==> src/rtl/cdc_handshake_rx.sv <==
// Destination-side receiver of a toggle request/acknowledge CDC handshake.
// Captures the quasi-static source word on each request toggle and returns an ack toggle.
module cdc_handshake_rx #(
  parameter int unsigned DATA_WIDTH       = 32,
  parameter logic        SYNC_RESET_VALUE = 1'b0,
  parameter int unsigned CNT_WIDTH        = 16
) (
  input  logic                  clock,
  input  logic                  reset_n,
  input  logic                  req_tgl_sync,
  input  logic [DATA_WIDTH-1:0] src_data,
  output logic                  out_valid,
  input  logic                  out_ready,
  output logic [DATA_WIDTH-1:0] out_data,
  output logic                  ack_tgl,
  output logic                  rx_busy,
  output logic                  proto_err,
  output logic [CNT_WIDTH-1:0]  xfer_count
);

  localparam logic [0:0] ST_IDLE  = 1'b0;
  localparam logic [0:0] ST_VALID = 1'b1;

  localparam logic [CNT_WIDTH-1:0] CNT_ONE = {{(CNT_WIDTH-1){1'b0}}, 1'b1};

  logic [0:0]            r_state;
  logic                  r_req_prev;
  logic                  r_ack;
  logic                  r_valid;
  logic                  r_err;
  logic [DATA_WIDTH-1:0] r_data;
  logic [CNT_WIDTH-1:0]  r_count;

  logic w_req_event;
  logic w_accept;

  assign w_req_event = (req_tgl_sync != r_req_prev);
  assign w_accept    = (r_state == ST_VALID) && out_ready;

  always_ff @(posedge clock) begin
    if (!reset_n) begin
      r_state    <= ST_IDLE;
      r_req_prev <= SYNC_RESET_VALUE;
      r_ack      <= SYNC_RESET_VALUE;
      r_valid    <= 1'b0;
      r_err      <= 1'b0;
      r_data     <= '0;
      r_count    <= '0;
    end else begin
      case (r_state)
        ST_IDLE: begin
          if (w_req_event) begin
            r_data     <= src_data;
            r_req_prev <= req_tgl_sync;
            r_valid    <= 1'b1;
            r_state    <= ST_VALID;
          end
        end
        ST_VALID: begin
          // Source toggled again before seeing our ack; the held word is kept.
          if (w_req_event) begin
            r_err <= 1'b1;
          end
          if (w_accept) begin
            r_valid <= 1'b0;
            r_ack   <= ~r_ack;
            r_count <= r_count + CNT_ONE;
            r_state <= ST_IDLE;
          end
        end
        default: begin
          r_state <= ST_IDLE;
          r_valid <= 1'b0;
        end
      endcase
    end
  end

  assign out_valid  = r_valid;
  assign out_data   = r_data;
  assign ack_tgl    = r_ack;
  assign rx_busy    = (r_state == ST_VALID);
  assign proto_err  = r_err;
  assign xfer_count = r_count;

endmodule

==> config.mk <==
export PLATFORM = sky130hd
export DESIGN_NAME = cdc_handshake_rx
export DESIGN_NICKNAME = d
export VERILOG_FILES = /design/src/rtl/cdc_handshake_rx.sv
export SDC_FILE = /design/constraint.sdc
export NUM_CORES = 1
export LEC_CHECK = 0
export CORE_MARGIN = 1
export CORE_UTILIZATION = 44
export CTS_BUF_LIST = sky130_fd_sc_hd__clkbuf_16
export CTS_CLUSTER_DIAMETER = 200
export DETAILED_ROUTE_END_ITERATION = 8
export PLACE_DENSITY = 0.86
export SETUP_SLACK_MARGIN = 0.1
export SLEW_MARGIN = 40
export SYNTH_ARGS = -nofsm -noshare
export SYNTH_HDL_FRONTEND = slang
export SYNTH_SLANG_ARGS = --single-unit
==> constraint.sdc <==
create_clock -name clock -period 2.4 [get_ports clock]
set_clock_uncertainty 0.05 [all_clocks]
set_input_delay 0.36 -clock clock [delete_from_list [all_inputs] [get_ports clock]]
set_output_delay 0.36 -clock clock [all_outputs]
set_load 0.02 [all_outputs]
==> metrics.md <==
| Metric | Value |
|---|---|
| 1st-pass router iterations | 4 |
| Worst path top cell family by delay | buffers and inverters |
| Worst VDD drop | 0.4308 mV |
| GPL Wtd Cong | 0.7843 |
| Grt ovf | 0 |
| Share of layout cells above drive strength 1 | 3.385% |
| Residual DRC | 0 |
| Design Power | 2.030 mW |
| Drt total wl | 4794 µm |
| Clock root buffer | clkbuf_16 |
| Vias per cell | 5.027 |
| CTS H-tree lvls | 2 |
| DP HPWL | 3378 µm |
| Post-synthesis cell type count | 28 |
| Die ar. | 4785 µm² |
| Nets | 362 |
| Hold buffers post-CTS | 0 |
| Worst Hold Class | register to register |
| Core area | 4354 µm² |
| WL/cell | 12.72 µm |
| Die X | 69.18 µm |
| Post-CTS Resized | 0 |
| Critical-path maximum fanout | 10 |
| Global router's overall resource usage | 20.69% |
| YS warnings | 0 |
| Static Leak | 1.107 nW |
| Area Growth Syn to Fin | 52.93% |
| Total number of vias | 1895 |
| Clock transition at the registers of the reported paths | 60 ps |
| Initial DRC count | 121 |
| Worst slew pin tran | 361.3 ps |
| Pwr per Cell Area | 668.6 nW/µm² |
| Synthesized instance count | 242 |
| Final hold vios | 0 |
| Run status | finished, final reports clean |
| Synth Cell Area | 1986 µm² |
| Clock latency at the later pin of the worst-skew pair | 280 ps |
| Synth Net Count | 279 |
| Initial antenna violation count | 0 |
| CTS max path bufs | 2 |
| Buffers on Ports | 87 |
| Minimum clock period | 1852 ps |
| Final Cycle Share | 77.18% |
| Slowest-stage cell, CP | clkdlybuf4s50_1 |
| Pin count of the biggest net entering global routing | 34 |
| Total CTS buffers | 5 |
| Most frequent cells in the layout | 87 x clkdlybuf4s50_1, 74 x nand2_1, 53 x dfxtp_1 |
| Setup tns final | 0 ps |
| Setup Fix Bufs, Post-CTS | 0 |
| FMAX | 0.5399 GHz |
| Final setup viols | 0 |
| First-pass GRT wire length | 7976 µm |
| Initial Util | 45.60% |
| Vias in the first global route | 1749 |
| Post-route ant nets | 0 |
| Commonest non-fill, non-tap cell in the layout | clkdlybuf4s50_1 |
| Synthesized area per cell | 8.205 µm² |
| Critical Path RT | 1990 ps |
| Crit path largest cell delay | 680 ps |
| Critical Path, Cell by Cell | clkdlybuf4s50_1 |
| Critical Path AT | 1440 ps |
| Sequential element share of the synthesized area | 53.43% |
| Row cnt | 24 |
| Sink Count | 53 |
| Synthesis-stage register bit count | 53 |
| CP Launch Type | register |
| Crit Path Class | register to output port |
| RSZ-0062 raised after global routing | false |
| Slew headroom | 75.57% |
| CP Buf/Inv Count | 1 |
| Final Slew Violations | 0 |
| CTS tree | yes |
| N_diodes | 0 |
| I/O Pins | 88 |
| CP endpoint kind | output port |
| Die height | 69.18 µm |
| Max-cap violations | 0 |
[final cells by class]
class                      count  area (µm²)
sequential                    53        1061
clock inverter                 2       7.507
clock buffer                   5       125.1
multi-input combinational    172       848.3
fill                         352        1318
tap                           52       65.06
timing repair buffer          90       918.4
inverter                       3       11.26
[report_power, final]
part	internal, mW	switching, mW	total, mW	leakage, nW
combinational	0.202	0.210	0.412	0.605
clock	0.373	0.271	0.644	0.0685
sequential	0.940	0.0343	0.974	0.433
[Yosys cell counts]
master / number / area share, %
a21oi_1: 37 / 9.3
a31o_2: 1 / 0.44
and2b_1: 1 / 0.38
and3_1: 2 / 0.63
and4_1: 1 / 0.44
buf_2: 4 / 1.0
buf_4: 2 / 0.76
clkbuf_1: 8 / 1.5
dfxtp_1: 53 / 53
ha_1: 1 / 0.63
inv_1: 2 / 0.38
inv_2: 1 / 0.19
mux2i_1: 2 / 1.0
nand2_1: 74 / 14
nand2b_1: 2 / 0.63
nand3_1: 3 / 0.76
nand3_2: 1 / 0.50
nand4_1: 5 / 1.6
nor2_1: 20 / 3.8
nor3_1: 2 / 0.50
nor4_1: 2 / 0.63
nor4b_1: 1 / 0.44
o21ai_0: 1 / 0.25
o31ai_1: 1 / 0.38
or3_1: 1 / 0.32
or4_1: 1 / 0.38
xnor2_1: 5 / 2.2
xor2_1: 8 / 3.5
[layer usage]
| layer | wire [µm] | part of all wire (%) | GRT usage, % | up-vias |
|---|---|---|---|---|
| met5 | 0 | 0 | 0 | - |
| met4 | 71 | 1.5 | 9.524 | 0 |
| met3 | 186 | 3.9 | 3.924 | 6 |
| met2 | 2550 | 53 | 36.68 | 54 |
| met1 | 1985 | 41 | 23.93 | 882 |
| li1 | - | - | - | 953 |
[cells by family (layout without fill, tap and decap cells)]
family | count (synthesis) | count (layout) | synth area share [%]
xor+xnor | 13 | 13 | 5.734
fa+ha+maj | 1 | 1 | 0.6300
compound gates | 40 | 40 | 10.40
simple gates | 116 | 116 | 24.95
flops | 53 | 53 | 53.43
mux | 2 | 2 | 1.008
buf+inv | 17 | 100 | 3.844
[through the flow]
stage / setup WS [ps] / hold slack (ps) / util [%] / instance area (µm²) / cells
4_1_cts: 533.1 / 403.8 / 69.74 / 3037 / 377
3_5_place_dp: 395.6 / 395.3 / 66.70 / 2904 / 370
6_report: 547.7 / 401.5 / 69.74 / 3037 / 377
3_3_place_gp: 415.3 / 391.1 / 66.70 / 2904 / 370
2_1_floorplan: 765.1 / 434.0 / - / 1986 / 242
5_1_grt: 464.5 / 427.7 / 69.74 / 3037 / 377
[registers in the layout (all words and copies together), names as in the netlist]
register	count
rx_busy	1
xfer_count	16
r_req_prev	1
ack_tgl	1
out_data	32
out_valid	1
proto_err	1
[worst paths after layout]
| check | from | end | slack (ps) | cells past startpoint |
|---|---|---|---|---|
| worst max-delay path | rx_busy | rx_busy | 550 | 1 |
| worst min-delay path | out_data[3] | out_data[3] | 400 | 2 |
| worst max register to register | rx_busy | xfer_count[13] | 730 | 4 |
| worst min register to register | out_data[3] | out_data[3] | 400 | 2 |
No activity file was read; power rests on OpenSTA's default activity.
